$ cat src/rtl/pcie_pkg.sv
// Shared definitions for the PCIe timing-model mailbox (writer and poller).
// A mailbox slot is PCIE_REC_WORDS consecutive 32-bit words per thread,
// starting at PCIE_BASE_ADDR + 4*tid. Words 0..2 carry the 96-bit payload,
// word 3 carries the A/B toggle bit (bit PCIE_AB_BIT) and the thread id.
package pcie_pkg;

  localparam int NTHREADS         = 64;
  localparam int NTHREADIDMSB     = 5;
  localparam int PCIE_REC_WORDS   = 4;
  localparam int PCIE_AB_BIT      = 31;
  localparam int PCIE_TID_FIELD_W = 9;
  localparam logic [10:0] PCIE_BASE_ADDR = 11'h000;

  typedef struct packed {
    logic [NTHREADIDMSB:0] tid;
    logic [95:0]           data;
  } pcie_wr_rec_type;

  typedef enum logic [0:0] {
    WR_IDLE = 1'b0,
    WR_SEND = 1'b1
  } pcie_wr_state_e;

  // Word address of word w of the slot owned by tid; wraps mod 2048.
  function automatic logic [10:0] pcie_slot_addr(input logic [10:0] base,
                                                 input logic [8:0]  tid,
                                                 input logic [1:0]  w);
    return base + {tid, 2'b00} + {9'b0, w};
  endfunction

endpackage

$ cat src/rtl/pcie_wr_fifo.sv
// Synchronous show-ahead FIFO for the mailbox writer.
// Ports:
//   clk, rst   clock, synchronous active-high reset (pointers/count only)
//   push       write wr_data (ignored while full)
//   wr_data    entry to store
//   pop        release the head (ignored while empty)
//   rd_data    current head, valid whenever empty=0
//   count      number of stored entries
//   full       registered, equals (count==DEPTH) after each edge
//   empty      count==0
module pcie_wr_fifo #(
  parameter int WIDTH = 8,
  parameter int DEPTH = 8
) (
  input  logic                     clk,
  input  logic                     rst,
  input  logic                     push,
  input  logic [WIDTH-1:0]         wr_data,
  input  logic                     pop,
  output logic [WIDTH-1:0]         rd_data,
  output logic [$clog2(DEPTH):0]   count,
  output logic                     full,
  output logic                     empty
);

  localparam int AW = $clog2(DEPTH);
  localparam int CW = AW + 1;

  logic [WIDTH-1:0] mem [DEPTH];
  logic [AW-1:0]    wr_ptr;
  logic [AW-1:0]    rd_ptr;
  logic [CW-1:0]    cnt;
  logic [CW-1:0]    cnt_nxt;
  logic             full_r;
  logic             push_ok;
  logic             pop_ok;

  // A full FIFO rejects a push even when a pop frees a slot this cycle.
  assign push_ok = push & ~full_r;
  assign pop_ok  = pop & (cnt != '0);

  always_comb begin
    cnt_nxt = cnt;
    if (push_ok && !pop_ok) begin
      cnt_nxt = cnt + CW'(1);
    end else if (pop_ok && !push_ok) begin
      cnt_nxt = cnt - CW'(1);
    end
  end

  always_ff @(posedge clk) begin
    if (rst) begin
      wr_ptr <= '0;
      rd_ptr <= '0;
      cnt    <= '0;
      full_r <= 1'b0;
    end else begin
      if (push_ok) wr_ptr <= wr_ptr + AW'(1);
      if (pop_ok)  rd_ptr <= rd_ptr + AW'(1);
      cnt    <= cnt_nxt;
      full_r <= (cnt_nxt == CW'(DEPTH));
    end
  end

  // Storage carries data only, so it is left out of reset.
  always_ff @(posedge clk) begin
    if (push_ok) mem[wr_ptr] <= wr_data;
  end

  assign rd_data = mem[rd_ptr];
  assign count   = cnt;
  assign full    = full_r;
  assign empty   = (cnt == '0);

endmodule

$ cat src/rtl/pcie_tm_writer.sv
// Write side of the PCIe timing-model mailbox.
// Retired tokens are buffered and each is written as a 4-word record into the
// slot of its thread. Word 3 is written last and carries a per-thread A/B bit
// that flips on every record, so the host only treats a slot as new once the
// whole record has landed.
// Ports:
//   clk, rst         clock, synchronous active-high reset
//   cpu2tm_valid     token present this cycle
//   cpu2tm_retired   token retired (non-retired tokens are ignored)
//   cpu2tm_tid       thread id
//   cpu2tm_data      96-bit token payload
//   fifo_full        registered; tokens offered while high are dropped
//   overflow         sticky; a valid retired token was dropped
//   pcie_we          write strobe
//   pcie_waddr       mailbox word address
//   pcie_wdata       write data
//   pcie_wr_busy     sink stall; a word is taken when pcie_we & ~pcie_wr_busy
module pcie_tm_writer #(
  parameter int          NTHREADS     = 64,
  parameter int          NTHREADIDMSB = 5,
  parameter int          FIFO_DEPTH   = 8,
  parameter logic [10:0] BASE_ADDR    = pcie_pkg::PCIE_BASE_ADDR
) (
  input  logic                    clk,
  input  logic                    rst,
  input  logic                    cpu2tm_valid,
  input  logic                    cpu2tm_retired,
  input  logic [NTHREADIDMSB:0]   cpu2tm_tid,
  input  logic [95:0]             cpu2tm_data,
  output logic                    fifo_full,
  output logic                    overflow,
  output logic                    pcie_we,
  output logic [10:0]             pcie_waddr,
  output logic [31:0]             pcie_wdata,
  input  logic                    pcie_wr_busy
);

  import pcie_pkg::*;

  localparam int CW = $clog2(FIFO_DEPTH) + 1;

  typedef struct packed {
    logic [NTHREADIDMSB:0] tid;
    logic [95:0]           data;
  } rec_t;

  rec_t                 wr_rec;
  rec_t                 head;
  logic                 push;
  logic                 pop;
  logic                 fifo_empty;
  logic [CW-1:0]        fifo_count;

  pcie_wr_state_e       state;
  pcie_wr_state_e       state_nxt;
  logic [1:0]           w;
  logic [1:0]           w_nxt;
  logic                 last_word;
  logic [NTHREADS-1:0]  ab;
  logic                 ab_flip;

  assign push   = cpu2tm_valid & cpu2tm_retired & ~fifo_full;
  assign wr_rec = '{tid: cpu2tm_tid, data: cpu2tm_data};

  pcie_wr_fifo #(
    .WIDTH ($bits(rec_t)),
    .DEPTH (FIFO_DEPTH)
  ) u_fifo (
    .clk     (clk),
    .rst     (rst),
    .push    (push),
    .wr_data (wr_rec),
    .pop     (pop),
    .rd_data (head),
    .count   (fifo_count),
    .full    (fifo_full),
    .empty   (fifo_empty)
  );

  assign last_word = (w == 2'(PCIE_REC_WORDS - 1));

  // Record serialiser. Moving to SEND on the push edge itself lets word 0
  // appear the cycle after a token enters an empty FIFO.
  always_comb begin
    state_nxt  = state;
    w_nxt      = w;
    pop        = 1'b0;
    ab_flip    = 1'b0;
    pcie_we    = 1'b0;
    pcie_waddr = '0;
    pcie_wdata = '0;
    case (state)
      WR_IDLE: begin
        if (!fifo_empty || push) begin
          state_nxt = WR_SEND;
          w_nxt     = '0;
        end
      end
      WR_SEND: begin
        pcie_we    = 1'b1;
        pcie_waddr = pcie_slot_addr(BASE_ADDR, PCIE_TID_FIELD_W'(head.tid), w);
        case (w)
          2'd0:    pcie_wdata = head.data[31:0];
          2'd1:    pcie_wdata = head.data[63:32];
          2'd2:    pcie_wdata = head.data[95:64];
          default: begin
            pcie_wdata[PCIE_AB_BIT]            = ~ab[head.tid];
            pcie_wdata[PCIE_TID_FIELD_W-1:0]   = PCIE_TID_FIELD_W'(head.tid);
          end
        endcase
        if (!pcie_wr_busy) begin
          if (last_word) begin
            pop     = 1'b1;
            ab_flip = 1'b1;
            w_nxt   = '0;
            // Stay in SEND when another record is (or is becoming) available.
            if (fifo_count == CW'(1) && !push) state_nxt = WR_IDLE;
          end else begin
            w_nxt = w + 2'd1;
          end
        end
      end
      default: state_nxt = WR_IDLE;
    endcase
  end

  always_ff @(posedge clk) begin
    if (rst) begin
      state    <= WR_IDLE;
      w        <= '0;
      ab       <= '0;
      overflow <= 1'b0;
    end else begin
      state <= state_nxt;
      w     <= w_nxt;
      if (ab_flip) ab[head.tid] <= ~ab[head.tid];
      if (cpu2tm_valid && cpu2tm_retired && fifo_full) overflow <= 1'b1;
    end
  end

endmodule

$ cat config.mk
export PLATFORM = sky130hd
export DESIGN_NAME = pcie_tm_writer
export DESIGN_NICKNAME = d
export VERILOG_FILES = /design/src/rtl/pcie_pkg.sv /design/src/rtl/pcie_wr_fifo.sv /design/src/rtl/pcie_tm_writer.sv
export SDC_FILE = /design/constraint.sdc
export NUM_CORES = 1
export LEC_CHECK = 0
export CORE_AREA = 3 3 382 384
export CTS_CLUSTER_DIAMETER = 60
export DETAILED_ROUTE_END_ITERATION = 10
export DIE_AREA = 0 0 385 387
export SETUP_SLACK_MARGIN = 0.05
export SYNTH_ARGS = -nofsm -noshare
export SYNTH_HDL_FRONTEND = slang
export SYNTH_SLANG_ARGS = --single-unit
export TNS_END_PERCENT = 10
$ cat constraint.sdc
create_clock -name clk -period 32.6 [get_ports clk]
set_clock_uncertainty 0.2 [all_clocks]
set_input_delay 3.26 -clock clk [delete_from_list [all_inputs] [get_ports clk]]
set_output_delay 3.26 -clock clk [all_outputs]
set_load 0.05 [all_outputs]
Word level (Yosys, flattened, before mapping)
Memories as Yosys holds them, arrays and structs flattened. A register that Yosys moved wholly into a read port is not among the register bits.
Index checks and enable logic that the tools add are counted.
{ "classes": {"addsub": 6, "n_lt_le_gt_ge": 2, "n_eq_ne": 7, "n_mux": 29, "bitwise": 7, "n_reduce_logical": 15} }
{ "op_table": {"columns": ["operator", "n"], "rows": [
  ["case mux 22 bit (3 select lines)", 1],
  ["bitwise mux 64 bit", 1],
  ["two-way mux 32 bit", 1],
  ["case mux 9 bit (3 select lines)", 1],
  ["two-way mux 1 bit", 12],
  ["adder 8 x 2 -> 9 bit", 1],
  ["two-way mux 9 bit", 1],
  ["two-way mux 4 bit", 2],
  ["< comparator 6 x 7 -> 1 bit, second input constant", 1],
  ["adder 3 x 1 -> 3 bit, second input constant", 2],
  ["binary-select mux 1 bit (select 6 bit)", 1],
  ["demux 1 bit (select 6 bit)", 1],
  ["greater-or-equal comparator 6 x 1 -> 1 bit, second input constant", 1],
  ["logical AND 1 bit", 6],
  ["two-way mux 2 bit", 3],
  ["two-way mux 3 bit", 2],
  ["adder 4 x 1 -> 4 bit, second input constant", 1],
  ["bitwise AND 1 bit", 4],
  ["== test 2 bit, second input constant", 2],
  ["== test 4 x 1 -> 1 bit, second input constant", 1],
  ["== test 4 bit, second input constant", 1],
  ["logical NOT 1 bit", 4],
  ["logical NOT 4 bit", 1],
  ["!= test 2 bit, second input constant", 2],
  ["11 further kinds", 13]
]} }
{ "word_totals": {"ff_bits": 79, "mem_bits_rw": 816, "input_bits": 107, "word_cells": 75, "mem_count": 1} }
{ "memory_table": {"columns": ["memory", "depth", "word_bits", "rd", "rd_clocked_by_memory_dff", "wr", "line_no", "source"], "rows": [
  ["u_fifo.mem", 8, 102, 1, 1, 1, "pcie_wr_fifo.sv:29", "logic [WIDTH-1:0] mem [DEPTH];"]
]} }

Longest topological paths before layout
Gate-level depths: netlist (run 1).
{ "depth": {"depth_word": 9, "depth_mapped": 12} }

Hierarchy
Synthesis (run 1) repeated with hierarchy kept, for this count alone.
{ "hier_totals": {"hier_cells": 1773, "hier_area_um2": 35663.0} }
{ "modules_own_cells": {"columns": ["mod", "instances", "cells_per_inst", "area_each_um2", "seq_area_each_um2"], "rows": [
  ["pcie_wr_fifo", 1, 1260, 31186.2, 24783.8],
  ["pcie_tm_writer", 1, 513, 4476.8, 1361.3]
]} }

Worst setup path before layout (run 1)
Ideal clock, no wire load.
{ "synth_path": {"path_type": "input port to flip-flop", "start": "input cpu2tm_valid", "end": "memory u_fifo.mem[0][0] in the netlist's numbering (enable)", "setup_time_ns": 0.813, "t_arrival_ns": 13.361, "t_required_ns": 31.587, "path_slack_ns": 18.226, "cell_stages": 4, "cell_sequence": "nand2_1 > or2_2 > clkbuf_1 > nor4_1"} }
{ "synth_via": {"elab_chain_cells": 5} }
{ "synth_rtl": {"columns": ["item", "line_no", "source"], "rows": [
  ["start, declared", "pcie_tm_writer.sv:26", "input logic cpu2tm_valid,"],
  ["bitwise AND 1 bit (2 in series)", "pcie_tm_writer.sv:62", "assign push = cpu2tm_valid & cpu2tm_retired & ~fifo_full;"],
  ["bitwise AND 1 bit", "pcie_wr_fifo.sv:39", "assign push_ok = push & ~full_r;"],
  ["two-way mux 1 bit", "pcie_wr_fifo.sv:67", "if (push_ok) mem[wr_ptr] <= wr_data;"],
  ["two-way mux 1 bit (not written as such)", "pcie_wr_fifo.sv:67", null],
  ["end, declared", "pcie_wr_fifo.sv:29", null]
]} }
Every way passes these cells.

==> summary.txt, run 1 <==
Worst setup path
  • Critical path's largest stage delay: 0.87 ns
  • Slowest cell on crit path: clkdlybuf4s50_1
  • Worst setup SP type: register
  • Critical path arrival: 5.95 ns
  • Crit end category: output pin
  • WS Path Type: register to output pin
  • Worst path cell trace: buf_4 -> mux4_2 -> mux2i_4 -> inv_4 -> mux2i_1 -> o32ai_2 -> a31oi_4 -> and3_4 -> a221oi_2 -> clkdlybuf4s50_1
  • WP buf/inv: 3
  • Worst Path Max Fanout: 61
  • CP top delay family: buffers and inverters
  • Critical Path RT: 29.14 ns

STA
  • Setup TNS Final: 0 ns
  • Hold Vio Cnt, Final: 0
  • Max-slew violations: 0
  • FMAX: 106 MHz
  • Final setup fails: 0
  • Actual slew at the worst max-slew pin: 1.10 ns
  • RSZ-0062 raised after global routing: no
  • Slew HR: 26.7%
  • Final min period: 9.41 ns
  • Crit share post-route: 28.9%

Routing
  • Vias: 17600
  • Via/cell ratio: 4.46
  • Routed Antenna Nets: 0
  • Drt wl/cell: 21.7 um
  • Total wire length: 85.4 mm
  • 1st-iter DRT viols: 1638
  • Drt drc: 0
  • First-pass detailed-route iteration total: 5

Synthesis
  • FF+latch count, synth: 898
  • Post-synth top area cell: edfxtp_1
  • Post-synth top flop: edfxtp_1
  • Syn_area_per_cell: 19.8 um2
  • Mapped Area: 35600 um2
  • Post-synth EDFFs: 816
  • Dominant cells by area after synthesis: edfxtp_1 (69%), mux4_2 (13%), dfxtp_1 (4.6%)
  • Synth unique cells: 50
  • Async S/R FF share, synth: 0%
  • Post-synth top area share: 68.8%
  • Sequential share of the synthesized area: 73.4%
  • Mapped Cells: 1797
  • Synth warnings: 0

Layout
  • Non-Filler Instances: 3944
  • Final-layout fill cell count: 13900
  • Finished Cell Area: 42100 um2
  • Most common cell after layout, fill and taps aside: edfxtp_1
  • FF/Latch Area: 26200 um2
  • Area taken by multi-input logic gates: 8930 um2
  • Synth-to-layout area growth: 18.1%
  • Share of cells above drive strength 1: 25.4%
  • Most frequent cells in the layout: edfxtp_1 (816), mux4_2 (206), nor2_1 (191), clkdlybuf4s50_1 (148), mux2_2 (96)
  • Final #Nets: 2077

Placement
  • Cells after DPL: 3778
  • Hpwl dp: 48.4 mm
  • GPL Wtd Cong: 0.758
  • Port bufs: 149
  • Placed instance area: 39300 um2

Die
  • Die X: 385 um
  • Core Region: 143000 um2
  • Cell Rows: 139
  • Die height: 387 um
  • Die Footprint: 149000 um2
  • Initial core utilization: 24.9%
  • I/O pin cnt: 153

CTS
  • CTS tree: yes
  • Clk Tree Root Cell: clkbuf_16
  • H-tree levels: 3
  • Clock-pin transition on the worst setup and hold timing paths: 0.06 ns
  • Hold_buf cts: 0
  • CTS Buf Count: 83
  • CTS sink cnt: 898
  • Post-CTS sizing: 0
  • Setup Buffers After CTS: 0
  • Clock latency on the worst-skew pair: 0.66 ns
  • Clock Path Buffers: 3

Power
  • Static Leak: 12.4 nW
  • Total Power: 2.36 mW
  • Clock network power share: 41.8%
  • Sequential share of power: 53.8%
  • Switching Fraction: 21.1%
  • Maximum VDD drop: 0.0517 mV
  • Switching pwr: 499 uW
  • PwrDens: 56.1 nW/um2
  • Power Internal: 1.86 mW
  • Fraction of power consumed by combinational cells: 4.4%

Worst hold path
  • Worst min-delay path class: register to register

Global routing
  • Tot GR Track Use: 11.3%
  • Grt total ovfl: 0
  • Number of global-route vias before repair: 17700
  • Largest net degree at the start of global routing: 112
  • Global-route wire length before repair: 125 mm
  • Initial antenna violation count: 35

Run status
  • Outcome: finished clean

Job
  • Max_cap viols: 0
[layer usage]
layer  global-route usage (%)  wire length [um]  up-vias
met5                        0                34        -
met4                     2.80              1840        6
met3                     2.77              6470      145
met2                     18.0             40700      569
met1                     15.5             36400     9166
li1                         -                 -     7711
[kinds of logic after synthesis]
family / count (synthesis) / share of synthesized area [%]
DFF: 898 / 73.4
muxes: 348 / 17.4
and+or+nand+nor: 276 / 3.22
AOI/OAI and AO/OA: 142 / 3.70
buffers and inverters: 115 / 1.68
adders and majority gates: 10 / 0.351
xor gates and xnor gates: 7 / 0.172
other: 1 / 0.0105
[worst register-to-register path: stages (launching register included)]
cell and delay (ns):
dfxtp_4 0.82, buf_4 0.81, mux4_2 0.69, mux2i_4 0.59, inv_4 0.25, mux2i_1 0.24
o22ai_1 0.11, or3_4 0.42, o31ai_4 0.09, buf_4 0.50, a211oi_2 0.14
[power groups by stage]
| stage | clock [mW] | sequential, mW | combinational, mW |
|---|---|---|---|
| after global routing | 1.06 | 1.27 | 0.111 |
| final | 0.986 | 1.27 | 0.104 |
| after CTS | 1.01 | 1.27 | 0.105 |
| after detailed placement | 0 | 1.29 | 0.105 |
| after floorplan | 0 | 1.30 | 0.0521 |
| after global placement | 0 | 1.29 | 0.104 |
[final timing paths]
kind                                       from             endpoint  slack, ns  cells past startpoint
setup / recovery                       register       pcie_wdata[31]      23.19                     10
hold / removal    u_fifo.rd_ptr[1]$_SDFFE_PP0P_             register       0.28                      2
setup reg to reg                       register  ab[33]$_SDFFE_PP0P_      27.58                     10
hold reg to reg   u_fifo.rd_ptr[1]$_SDFFE_PP0P_             register       0.28                      2
[cells in the mapped netlist, types with 10 or more instances]
library cell	number
mux4_2	206
a211oi_2	30
ha_1	10
a21oi_1	13
a222oi_1	31
mux2i_1	43
dfxtp_1	82
clkbuf_1	46
edfxtp_1	816
buf_4	14
inv_1	11
nand2_1	34
mux2_2	96
nor2_1	194
buf_2	33
a211oi_1	41
nor3_1	11
[sequential cells by signal, indices dropped and copies added (netlist names), named ones only]
signal / flops
state: 1
u_fifo.full: 1
u_fifo.rd_ptr: 3
u_fifo.count: 4
w: 2
u_fifo.mem: 816
overflow: 1
ab: 64
u_fifo.wr_ptr: 3
[area by class of cell]
type	instances	share of cell area [%]
sequential	898	62.2
multi-input combinational	786	21.2
tap	1903	5.66
clock buffer	100	5.14
timing repair buffer	179	4.19
clock inverter	52	1.40
inverter	12	0.113
antenna	14	0.0833
[per-stage QoR]
stage / worst slack (ns) / hold slack (ns) / util (%)
floorplan: 18.23 / 0.254 / -
global placement: 23.84 / 0.283 / 27.4
detailed placement: 23.80 / 0.273 / 27.4
CTS: 23.08 / 0.290 / 29.4
global route: 22.81 / 0.318 / 29.4
finish: 23.19 / 0.282 / 29.4
No activity file was read; power rests on OpenSTA's default activity.
==> run 2: changes to the inputs <==
Clock period 32.6 ns to 9.8 ns, I/O delays scaled along.
==> run 2 against run 1 <==
Against the previous run: register-to-register slack worse by 22 ns; design area up 0.49%; critical path depth down 1; worst hold slack better by 0.017 ns.
==> summary.txt, run 2 (same netlist as run 1, synthesis figures left out) <==
Layout
  • Final #Nets: 2080
  • Most common cell after layout, fill and taps aside: edfxtp_1
  • Max FFs per register: 816
  • Most frequent cells in the layout: edfxtp_1 (816), mux4_2 (206), nor2_1 (191), clkdlybuf4s50_1 (148), mux2_2 (96)
  • Synth-to-layout area growth: 18.7%
  • Largest register by flop count: u_fifo.mem
  • Share of cells above drive strength 1: 25.4%
  • Final-layout fill cell count: 13900

Routing
  • Top Metal Used: met5
  • Metal2 WL: 41.4 mm
  • Drt drc: 0
  • Via/cell ratio: 4.47
  • Vias: 17600
  • 1st-iter DRT viols: 1661
  • Met1 wire length: 36.8 mm
  • First-pass detailed-route iteration total: 5
  • Routed Antenna Nets: 0
  • Drt wl/cell: 21.7 um
  • Total wire length: 85.8 mm
  • Met3 wire length: 5.92 mm

Worst setup path
  • Worst R2R Setup Slack: 5.24 ns
  • Crit end category: output pin
  • FF-to-FF End: ab[25]$_SDFFE_PP0P_
  • Critical Path RT: 8.62 ns
  • Worst setup SP type: register
  • Reg2Reg Depth: 9
  • Critical path arrival: 5.48 ns
  • Worst Path Max Fanout: 42
  • WS Path Type: register to output pin

CTS
  • Clk Tree Root Cell: clkbuf_16
  • Clock-pin transition on the worst setup and hold timing paths: 0.06 ns
  • Post-CTS sizing: 0
  • Setup Buffers After CTS: 0
  • CTS sink cnt: 898
  • Clock latency on the worst-skew pair: 0.64 ns
  • Clock Path Buffers: 3
  • Hold_buf cts: 0
  • H-tree levels: 3
  • CTS Buf Count: 88
  • CTS tree: yes

Power
  • Maximum VDD drop: 0.162 mV
  • Power Internal: 6.29 mW
  • Switching Fraction: 21.2%
  • Fraction of power consumed by combinational cells: 4.3%
  • Sequential share of power: 52.9%
  • Static Leak: 12.5 nW
  • Total Power: 7.99 mW
  • Switching pwr: 1.70 mW
  • PwrDens: 189 nW/um2
  • Clock network power share: 42.8%

STA
  • Crit share post-route: 68.0%
  • Final setup fails: 0
  • Slew HR: 26.5%
  • Hold Vio Cnt, Final: 0
  • Final min period: 6.66 ns
  • Actual slew at the worst max-slew pin: 1.10 ns
  • RSZ-0062 raised after global routing: no
  • Setup TNS Final: 0 ns
  • FMAX: 150 MHz
  • Max-slew violations: 0

Global routing
  • Number of global-route vias before repair: 17800
  • Tot GR Track Use: 11.3%
  • Global-route wire length before repair: 124 mm
  • Grt total ovfl: 0
  • Initial antenna violation count: 42
  • Largest net degree at the start of global routing: 139

Die
  • Die Footprint: 149000 um2
  • Die X: 385 um
  • Cell Rows: 139
  • Initial core utilization: 24.9%
  • I/O pin cnt: 153
  • Core Region: 143000 um2
  • Die height: 387 um

Run status
  • Outcome: finished clean

Placement
  • GPL Wtd Cong: 0.726
  • Port bufs: 149
  • Hpwl dp: 48.3 mm

Worst hold path
  • Worst min-delay path class: register to register
  • Worst Hold Endpoint: ab[17]$_SDFFE_PP0P_
  • WHS Path Cells: 2
  • Hold_sp: ab[17]$_SDFFE_PP0P_

Job
  • Max_cap viols: 0
[run 2: final cells by class]
type / instances / area [um2] / area share (%)
Inverter: 12 / 47.5 / 0.112
Clock buffer: 111 / 2310 / 5.46
Sequential cell: 898 / 26200 / 61.9
Clock inverter: 54 / 639 / 1.51
Multi-Input combinational cell: 786 / 8940 / 21.1
Timing Repair Buffer: 177 / 1770 / 4.20
Antenna cell: 10 / 25.0 / 0.0592
Tap cell: 1903 / 2380 / 5.63
[run 2: power by group through the flow]
stage | Clock (mW) | Sequential (mW) | Combinational (mW)
2_1_floorplan | 0 | 4.31 | 0.173
3_3_place_gp | 0 | 4.31 | 0.347
5_1_grt | 3.67 | 4.23 | 0.367
3_5_place_dp | 0 | 4.31 | 0.349
6_report | 3.42 | 4.23 | 0.344
4_1_cts | 3.51 | 4.23 | 0.351
[run 2: how the worst max path moves through the flow]
stage | from | end | slack [ns] | cells after the start
floorplan | cpu2tm_valid | u_fifo.mem[2][0]$_DFFE_PP_ | 0.44 | 4
global placement | register | pcie_wdata[31] | 3.84 | 9
detailed placement | register | pcie_wdata[31] | 3.80 | 9
CTS | register | pcie_wdata[31] | 3.04 | 9
global route | register | pcie_wdata[31] | 2.76 | 9
finish | register | pcie_wdata[31] | 3.14 | 9
[run 2: metrics by stage]
stage	hold slack [ns]	worst slack (ns)	utilization, %	instance area, um2	cells
after floorplan	0.254	0.441	-	35600	1799
after global placement	0.286	3.84	27.5	39300	3776
after detailed placement	0.292	3.80	27.5	39300	3776
after CTS	0.300	3.04	29.5	42200	3941
after global routing	0.315	2.76	29.5	42200	3942
final	0.299	3.14	29.5	42300	3951
[run 2: per-layer routing]
| metal | vias up | track usage (%) |
|---|---|---|
| met5 | - | 0 |
| met4 | 16 | 2.48 |
| met3 | 154 | 2.99 |
| met2 | 523 | 18.4 |
| met1 | 9229 | 15.1 |
| li1 | 7722 | - |
[run 2: critical path, stage by stage, from the launching register on]
cell and delay [ns]:
dfxtp_4 0.79, buf_4 0.60, mux4_2 0.61, mux2i_2 0.47, or2_1 0.38, o22ai_1 0.19, o31ai_4 0.63, and3_4 0.31
a221oi_2 0.07, clkdlybuf4s50_1 0.73
